## config.mk

```make
export PLATFORM = sky130hd
export DESIGN_NAME = alu_sequencer
export DESIGN_NICKNAME = d
export VERILOG_FILES = /design/src/rtl/alu_pkg.sv /design/src/rtl/alu_cmd_fifo.sv /design/src/rtl/alu_sequencer.sv
export SDC_FILE = /design/constraint.sdc
export NUM_CORES = 1
export LEC_CHECK = 0
export BUFFER_PORTS_ARGS = -buffer_cell sky130_fd_sc_hd__buf_2
export CAP_MARGIN = 20
export CORE_MARGIN = 5
export CORE_UTILIZATION = 59
export CTS_BUF_LIST = sky130_fd_sc_hd__clkbuf_8
export CTS_CLUSTER_SIZE = 25
export DETAILED_ROUTE_END_ITERATION = 10
export PLACE_DENSITY = 0.86
export SYNTH_ARGS = -nofsm -noshare
export SYNTH_HDL_FRONTEND = slang
export SYNTH_HIERARCHICAL = 1
export SYNTH_SLANG_ARGS = --single-unit
```

## constraint.sdc

```tcl
create_clock -name clk -period 3.39 [get_ports clk]
set_clock_uncertainty 0.05 [all_clocks]
set_input_delay 0.5085 -clock clk [delete_from_list [all_inputs] [get_ports clk]]
set_output_delay 0.5085 -clock clk [all_outputs]
set_load 0.01 [all_outputs]
```

## src/rtl/alu_pkg.sv

```systemverilog
// Shared types for the ALU sequencer: opcode constants, queued command record, FSM states.
package alu_pkg;

  localparam logic [2:0] OP_ADD = 3'd0;
  localparam logic [2:0] OP_AND = 3'd0;
  localparam logic [2:0] OP_SUB = 3'd1;
  localparam logic [2:0] OP_OR  = 3'd1;
  localparam logic [2:0] OP_MUL = 3'd2;
  localparam logic [2:0] OP_XOR = 3'd2;
  localparam logic [2:0] OP_DIV = 3'd3;

  typedef struct packed {
    logic        a_or_l;
    logic        s_or_u;
    logic [2:0]  opcode;
    logic [31:0] a;
    logic [31:0] b;
  } alu_cmd_t;

  typedef enum logic [1:0] {
    ST_IDLE,
    ST_ISSUE,
    ST_WAIT,
    ST_RESP
  } seq_state_t;

  // Arithmetic MUL/DIV need the Alu to settle for extra cycles.
  function automatic logic is_muldiv(input logic a_or_l, input logic [2:0] opcode);
    return !a_or_l && (opcode == OP_MUL || opcode == OP_DIV);
  endfunction

endpackage

```

## src/rtl/alu_cmd_fifo.sv

```systemverilog
// Command queue for the ALU sequencer: power-of-two depth, wrapping pointers,
// simultaneous push and pop allowed; pushes while full and pops while empty are ignored.
module alu_cmd_fifo
  import alu_pkg::*;
#(
  parameter int DEPTH = 4
) (
  input  logic     clk,
  input  logic     reset,
  input  logic     push,
  input  alu_cmd_t push_data,
  input  logic     pop,
  output alu_cmd_t pop_data,
  output logic     full,
  output logic     empty
);

  localparam int PTR_W = (DEPTH > 1) ? $clog2(DEPTH) : 1;
  localparam int CNT_W = PTR_W + 1;

  alu_cmd_t         mem [DEPTH];
  logic [PTR_W-1:0] wr_ptr;
  logic [PTR_W-1:0] rd_ptr;
  logic [CNT_W-1:0] count;
  logic             do_push;
  logic             do_pop;

  assign do_push  = push && !full;
  assign do_pop   = pop && !empty;
  assign full     = (count == CNT_W'(DEPTH));
  assign empty    = (count == '0);
  assign pop_data = mem[rd_ptr];

  // NOTE: sequential state uses non-blocking assignments so every register samples pre-edge values.
  always_ff @(posedge clk) begin
    if (reset) begin
      wr_ptr <= '0;
      rd_ptr <= '0;
      count  <= '0;
    end else begin
      if (do_push) wr_ptr <= wr_ptr + PTR_W'(1);
      if (do_pop)  rd_ptr <= rd_ptr + PTR_W'(1);
      count <= count + CNT_W'(do_push) - CNT_W'(do_pop);
    end
  end

  // NOTE: storage is deliberately not reset; the pointers and count alone define what is valid.
  always_ff @(posedge clk) begin
    if (do_push) mem[wr_ptr] <= push_data;
  end

endmodule

```

## src/rtl/alu_sequencer.sv

```systemverilog
// Queues ALU commands, issues them one at a time to an external Alu and returns results.
// Optional macro ALU_SEQ_DIVZERO_EN: arithmetic DIV by zero answers 0 with rsp_err set, without waiting.
module alu_sequencer
  import alu_pkg::*;
#(
  parameter int FIFO_DEPTH  = 4,
  parameter int MULDIV_WAIT = 2
) (
  input  logic        clk,
  input  logic        reset,
  input  logic        cmd_valid,
  output logic        cmd_ready,
  input  logic        cmd_a_or_l,
  input  logic        cmd_s_or_u,
  input  logic [2:0]  cmd_opcode,
  input  logic [31:0] cmd_a,
  input  logic [31:0] cmd_b,
  output logic        alu_a_or_l,
  output logic        alu_s_or_u,
  output logic [2:0]  alu_opcode,
  output logic [31:0] alu_a,
  output logic [31:0] alu_b,
  input  logic [31:0] alu_answer,
  output logic        rsp_valid,
  input  logic        rsp_ready,
  output logic [31:0] rsp_data,
  output logic        rsp_err,
  output logic        busy
);

  localparam int CNT_W = (MULDIV_WAIT > 1) ? $clog2(MULDIV_WAIT) : 1;
  localparam logic [CNT_W-1:0] WAIT_LAST = CNT_W'((MULDIV_WAIT > 0) ? MULDIV_WAIT - 1 : 0);

  seq_state_t       state;
  logic [CNT_W-1:0] wait_cnt;
  alu_cmd_t         push_cmd;
  alu_cmd_t         head;
  logic             fifo_full;
  logic             fifo_empty;
  logic             fifo_pop;
  logic             div_zero;

  assign push_cmd  = '{a_or_l: cmd_a_or_l, s_or_u: cmd_s_or_u, opcode: cmd_opcode,
                       a: cmd_a, b: cmd_b};
  assign cmd_ready = !fifo_full;
  assign fifo_pop  = (state == ST_IDLE) && !fifo_empty;
  assign busy      = (state != ST_IDLE) || !fifo_empty;

`ifdef ALU_SEQ_DIVZERO_EN
  assign div_zero = !alu_a_or_l && (alu_opcode == OP_DIV) && (alu_b == '0);
`else
  assign div_zero = 1'b0;
`endif

  alu_cmd_fifo #(.DEPTH(FIFO_DEPTH)) u_fifo (
    .clk       (clk),
    .reset     (reset),
    .push      (cmd_valid),
    .push_data (push_cmd),
    .pop       (fifo_pop),
    .pop_data  (head),
    .full      (fifo_full),
    .empty     (fifo_empty)
  );

  always_ff @(posedge clk) begin
    if (reset) begin
      state      <= ST_IDLE;
      wait_cnt   <= '0;
      rsp_valid  <= 1'b0;
      rsp_data   <= '0;
      rsp_err    <= 1'b0;
      alu_a_or_l <= 1'b0;
      alu_s_or_u <= 1'b0;
      alu_opcode <= '0;
      alu_a      <= '0;
      alu_b      <= '0;
    end else begin
      case (state)
        ST_IDLE: begin
          if (!fifo_empty) begin
            alu_a_or_l <= head.a_or_l;
            alu_s_or_u <= head.s_or_u;
            alu_opcode <= head.opcode;
            alu_a      <= head.a;
            alu_b      <= head.b;
            state      <= ST_ISSUE;
          end
        end
        ST_ISSUE: begin
          if (!div_zero && is_muldiv(alu_a_or_l, alu_opcode) && MULDIV_WAIT > 0) begin
            wait_cnt <= '0;
            state    <= ST_WAIT;
          end else begin
            // Without the div-zero option div_zero is tied low, so rsp_err never leaves 0.
            rsp_data  <= div_zero ? '0 : alu_answer;
            rsp_err   <= div_zero;
            rsp_valid <= 1'b1;
            state     <= ST_RESP;
          end
        end
        ST_WAIT: begin
          if (wait_cnt == WAIT_LAST) begin
            wait_cnt  <= '0;
            rsp_data  <= alu_answer;
            rsp_err   <= 1'b0;
            rsp_valid <= 1'b1;
            state     <= ST_RESP;
          end else begin
            wait_cnt <= wait_cnt + CNT_W'(1);
          end
        end
        ST_RESP: begin
          if (rsp_ready) begin
            rsp_valid <= 1'b0;
            state     <= ST_IDLE;
          end
        end
        default: state <= ST_IDLE;
      endcase
    end
  end

endmodule
```

---- Yosys cells after proc, flatten, opt, wreduce, memory -nomap -nowiden ----
Memories as Yosys holds them, arrays and structs flattened. A register that Yosys moved wholly into a read port is not among the register bits.
Cells that the tools add are included.
W data, S select, Z words.
operators by class
  $add $sub $neg .......................... 5
  equal/unequal tests ..................... 11
  multiplexer cells ....................... 20
  bitwise operators ....................... 1
  reduce and logical (&&, ||, !) cells .... 19
operator list
  operator               count
  $mux W32               2
  $pmux W32 S2           1
  $mux W1                10
  $ne A2 B2 Y1 const B   5
  $pmux W2 S4            1
  $eq A3 B2 Y1 const B   2
  $mux W2                3
  $reduce_and A3 Y1      2
  $add A2 B1 Y2 const B  2
  $eq A2 B2 Y1 const B   2
  $logic_and A1 B1 Y1    4
  $pmux W1 S2            2
  $reduce_and A2 Y1      2
  $reduce_and A4 Y1      1
  $reduce_bool A2 Y1     2
  $add A3 B1 Y3          1
  $eq A3 B3 Y1 const B   1
  $logic_not A1 Y1       3
  $logic_not A3 Y1       1
  $pmux W1 S3            1
  $reduce_bool A3 Y1     1
  $sub A3 B1 Y3          1
  $eq A2 B1 Y1 const B   1
  $logic_not A2 Y1       1
  other kinds (3)        4
word-level totals
  register bits ........................... 44
  RAM bits ................................ 276
  output and inout bits ................... 105
  memories kept ........................... 1
memory list
  name        words  bits a word  read ports  clocked after Yosys merged registers in  write ports  RTL line            source
  u_fifo.mem  4      69           1           1                                        1            alu_cmd_fifo.sv:21  alu_cmd_t mem [DEPTH];

---- Depth between registers and ports, before layout ----
  depth in word-level cells ............... 5
  mapped depth ............................ 15

---- Cells and area by module ----
The synthesis kept the hierarchy.
modules (own cells, without submodules)
  module         times used  cells an instance  area an instance (sq um)  seq. area each (sq um)
  alu_cmd_fifo   1           412                10431.3                   8468.1
  alu_sequencer  1           474                3953.8                    2102.0

---- Worst setup path after synthesis ----
Ideal clock, no wire load.
  kind .................................... in2reg
  start point ............................. in cmd_valid
  end point ............................... mem u_fifo/mem[0][0] (netlist name) (enable)
  data arrival time ....................... 2.454 ns
  data required time ...................... 2.905 ns
  slack ................................... 0.451 ns
  stages .................................. 3
  cells stage by stage .................... inv_1 > nor2_1 > and2_1
on the way
  cells in the longest elaborated chain, start to end .. 3
RTL lines
  what                           RTL line             source
  from (decl)                    alu_sequencer.sv:11  input logic cmd_valid,
  $logic_and A1 B1 Y1            alu_cmd_fifo.sv:28   assign do_push = push && !full;
  $mux W1                        alu_cmd_fifo.sv:49   if (do_push) mem[wr_ptr] <= push_data;
  $mux W1 (implied by the code)  alu_cmd_fifo.sv:49
  to (decl)                      alu_cmd_fifo.sv:21
No other way between the ends.

---- Worst setup path after layout ----
  start point ............................. reg u_fifo.count[1]
  end point ............................... reg u_fifo.count[2]
on the way
  cells in the longest elaborated chain, start to end .. 5
  elaborated cells on any way between the ends .. 9
RTL lines
  what                     RTL line                                 source
  from (decl)              alu_cmd_fifo.sv:24                       logic [CNT_W-1:0] count;
  from (signal assigned)   alu_cmd_fifo.sv:43                       count <= count + CNT_W'(do_push) - CNT_W'(do_pop);
  $logic_not A3 Y1 (*)     alu_cmd_fifo.sv:31                       assign empty = (count == '0);
  net fifo_empty           alu_sequencer.sv:39                      logic fifo_empty;
  $logic_not A1 Y1 (*)     alu_cmd_fifo.sv:29, alu_sequencer.sv:46
  $logic_and A1 B1 Y1      alu_sequencer.sv:46                      assign fifo_pop = (state == ST_IDLE) && !fifo_empty;
  $logic_and A1 B1 Y1 (*)  alu_cmd_fifo.sv:29                       assign do_pop = pop && !empty;
  net u_fifo.do_pop        alu_cmd_fifo.sv:26                       logic do_pop;
  $sub A3 B1 Y3 (*)        alu_cmd_fifo.sv:43
Mark *: on every way through the listed nets, which the timed path passes. The rest lies on a longest branch.
A chain may end at the register's enable or synchronous reset.

==> metrics.md <==
| Metric | Value |
|---|---|
| Outcome | `finished, final reports clean` |
| Final Setup Violations | `0` |
| Min Hold Slack | `about 0.079 ns` |
| Asr flop ratio synth | `0%` |
| Vias | `~8200` |
| Initial core utilization | `59.5%` |
| Post-Syn Nets | `approximately 1000` |
| Place WS | `0.819 ns` |
| Clock share of power | `around a quarter` |
| Clock slew at reported path FFs | `approximately 0.060 ns` |
| Final nets | `around 1200` |
| Min-delay src | `cmd_a[30]` |
| Hold Crit Depth | `1` |
| Synth Warn # | `6` |
| Met2 GRT Util | `35.1%` |
| Top-area cell type share of the netlist area | `57.6%` |
| # H-tree levels | `2` |
| Port bufs | `between 200 and 250` |
| RR Startpoint | `u_fifo/count[1]` |
| Mapped Avg Cell Area | `16.2 sq um` |
| Worst path max stage delay | `between 0.4 and 0.5 ns` |
| Pwr/cell area | `832 mW/mm^2` |
| Largest net degree at the start of global routing | `71` |
| First-pass GRT wire length | `~46000 microns` |
| Placed Area | `~0.016 sq mm` |
| DP Cell Count | `1380` |
| CTS sink count | `~400` |
| Total grt overflow | `0` |
| Layout cells sized above 1 | `32.5%` |
| Met3 usage | `roughly 5.6%` |
| Chip height | `between 150 and 200 microns` |
| Arrival @ worst endpoint | `approximately 3 ns` |
| Final slew viol count | `0` |
| GP Congestion | `approximately 0.8` |
| Crit-path cells | `nor3_1 > nand2b_4 > inv_2 > o31ai_1 > inv_1 > ha_1 > inv_1 > ha_1 > fa_1 > xnor2_1 > xnor2_1 > nor2_1` |
| Fillers | `approximately 1600` |
| VDD IR max | `around 700 uV` |
| Core Area | `0.0242 sq mm` |
| Clock root buffer | `clkbuf_8` |
| Final WS setup | `~0.79 ns` |
| Worst reg2reg setup slack | `roughly 0.79 ns` |
| Post-CTS Setup Bufs | `0` |
| Crit. End Element | `register` |
| Synth cell types | `40` |
| Endpoints failing hold | `0` |
| Die ar. | `0.0276 sq mm` |
| First DRT Iteration DRCs | `538` |
| GRT busiest layer | `met2` |
| RSZ-0062 raised after global routing | `false` |
| Overall power | `around 14 mW` |
| Comb pwr share | `27.7%` |
| CTS Buf Count | `58` |
| # IOs | `210` |
| Layout area overhead | `17.3%` |
| Reg2reg path depth | `12` |
| Fin cells | `about 1500` |
| Skew-Pair Late Insertion Delay | `~0.59 ns` |
| Wire per inst | `19.5 microns` |
| TritonCTS clock tree | `built` |
| Clock buffer depth | `3` |
| CP Launch Type | `register` |
| Die Wd | `166 microns` |
| Sw Pwr | `roughly 4.4 mW` |
| Total track usage | `roughly a fifth` |
| HP Class | `input pin to register` |
| Switching Fraction | `a little under a third` |
| Actual slew at the worst max-slew pin | `1.08 ns` |
| WHS Endpoint | `u_fifo/mem[2][62]` |
| CP Class | `register to register` |
| Mapped Cells | `slightly below 900` |
| DRT Wirelength | `between 20000 and 30000 microns` |
| 1st-pass router iterations | `5` |
| Detail Route Antenna Nets | `0` |
| Maxcap violations | `0` |
| Dominant cell type by area after synthesis | `edfxtp_1` |
| CP max FO | `5` |
| Area taken by flip-flops and latches | `around 0.011 sq mm` |
| Critical path required time | `roughly 3.8 ns` |
| Part of the cycle the worst path needs | `approximately three quarters` |
| R2r endpoint | `u_fifo/count[2]` |
| Post-route cell area | `~0.017 sq mm` |
| P_leak | `approximately 6.3 nW` |
| Vias per inst | `~5.5` |
| Top cells by area, synth | `edfxtp_1, dfxtp_1, mux4_2, nand2_1, a21oi_1` |
| Sequential fraction of the synthesis area | `about three quarters` |
| Hold_buf cts | `0` |
| Mapped Area | `around 0.014 sq mm` |
| Slew HR | `28.3%` |
| Fin util | `69.8%` |
| Resized cells post-CTS | `0` |
| #FFs+latches synth | `390` |
| Std-Cell Rows | `57` |
| Period minus WS final | `approximately 2.6 ns` |
| Antenna violations before repair | `10` |
| Main synth FF type | `edfxtp_1` |
| Slowest-stage cell, CP | `fa_1` |
| EDFF count, synth | `approximately 280` |
| Post-route DRC | `0` |
| Most frequent cell after synthesis | `edfxtp_1` |
| Commonest cells post-synth | `edfxtp_1, nand2_1, dfxtp_1` |
| Area occupied by multi-input gates | `0.00345 sq mm` |
| Vias in the first global route | `about 8700` |
| Sequential Power Share | `between 40 and 50%` |
| Detailed Place HPWL | `17800 microns` |
| Sum of negative setup slack | `0 ns` |
| FMAX | `roughly 0.38 GHz` |
| P_int | `about 9.6 mW` |
| Met1 Track Usage GR | `26.8%` |
[metal layers]
metal  wire [microns]  vias up  part of all wire [%]
met3             2130       61                   7.3
met4              627       14                   2.2
li1                 -     3753                     -
met5               85        -                  0.29
met1            11400     4042                    39
met2            14800      316                    51
[cells in the final DEF (no fill, tap or decap), types with 4 or more instances in the layout]
cell	instances
a21oi_1	72
clkbuf_8	64
dfxtp_1	112
nor2_1	4
clkinvlp_4	4
ha_1	10
nand2b_1	5
mux4_2	69
buf_12	5
buf_2	207
clkinv_2	7
nand2_1	204
buf_4	10
edfxtp_1	276
clkinv_1	10
mux2i_1	33
inv_1	33
and2_4	4
[kinds of logic (layout without fill, tap and decap cells)]
kind of cell	Yosys count	count (layout)	synth area share (%)
flip-flops	390	390	73.5
AND/OR/NAND/NOR	230	230	6.43
multiplexers	102	102	13.1
AO/OA/AOI/OAI	83	83	3.11
buffers and inverters	66	346	2.67
adder cells (fa/ha/maj)	11	11	1.01
XOR/XNOR	3	3	0.183
other	1	4	0.0261
[worst max path at each step]
stage                          from               end  slack (ns)
finish              u_fifo/count[1]   u_fifo/count[2]        0.79
global route        u_fifo/count[1]   u_fifo/count[2]        0.57
CTS                 u_fifo/count[1]   u_fifo/count[2]        0.79
detailed placement  u_fifo/count[1]   u_fifo/count[2]        0.82
global placement    u_fifo/count[1]   u_fifo/count[2]        0.84
floorplan                 cmd_valid  u_fifo/mem[0][0]        0.45
[worst max-delay path, delay by kind of cell (launching register included)]
family                   cells  cell delay (ns)
XOR/XNOR                     2             0.31
adder cells (fa/ha/maj)      3             0.89
AND/OR/NAND/NOR              3             0.62
AO/OA/AOI/OAI                1             0.09
flip-flops                   1             0.35
buffers and inverters        3             0.16
[state kept, by name, indices dropped and copies added (netlist names), named ones only]
register,cells
rsp_valid,1
alu_a_or_l,1
state,2
u_fifo/mem,276
wait_cnt,1
alu_a,32
alu_b,32
rsp_data,32
alu_s_or_u,1
u_fifo/rd_ptr,2
u_fifo/wr_ptr,2
u_fifo/count,3
alu_opcode,3
[power groups by stage]
stage | combinational [mW] | sequential [mW] | clock [mW]
final | 3.88 | 6.46 | 3.70
after global routing | 4.26 | 6.55 | 4.04
after CTS | 3.95 | 6.47 | 3.80
after detailed placement | 3.94 | 6.56 | 0
after global placement | 3.82 | 6.50 | 0
after floorplan | 2.74 | 6.57 | 0
[final cells by class]
type	count	share of cell area [%]
diodes	3	0.0445
clock buffers	64	5.22
clock inverters	46	1.75
inverters	14	0.311
multi-input cells	430	20.4
flip-flops and latches	390	62.7
well taps	324	2.40
repair buffers	222	7.18
Note: power is estimated with default switching activity, not from simulation.
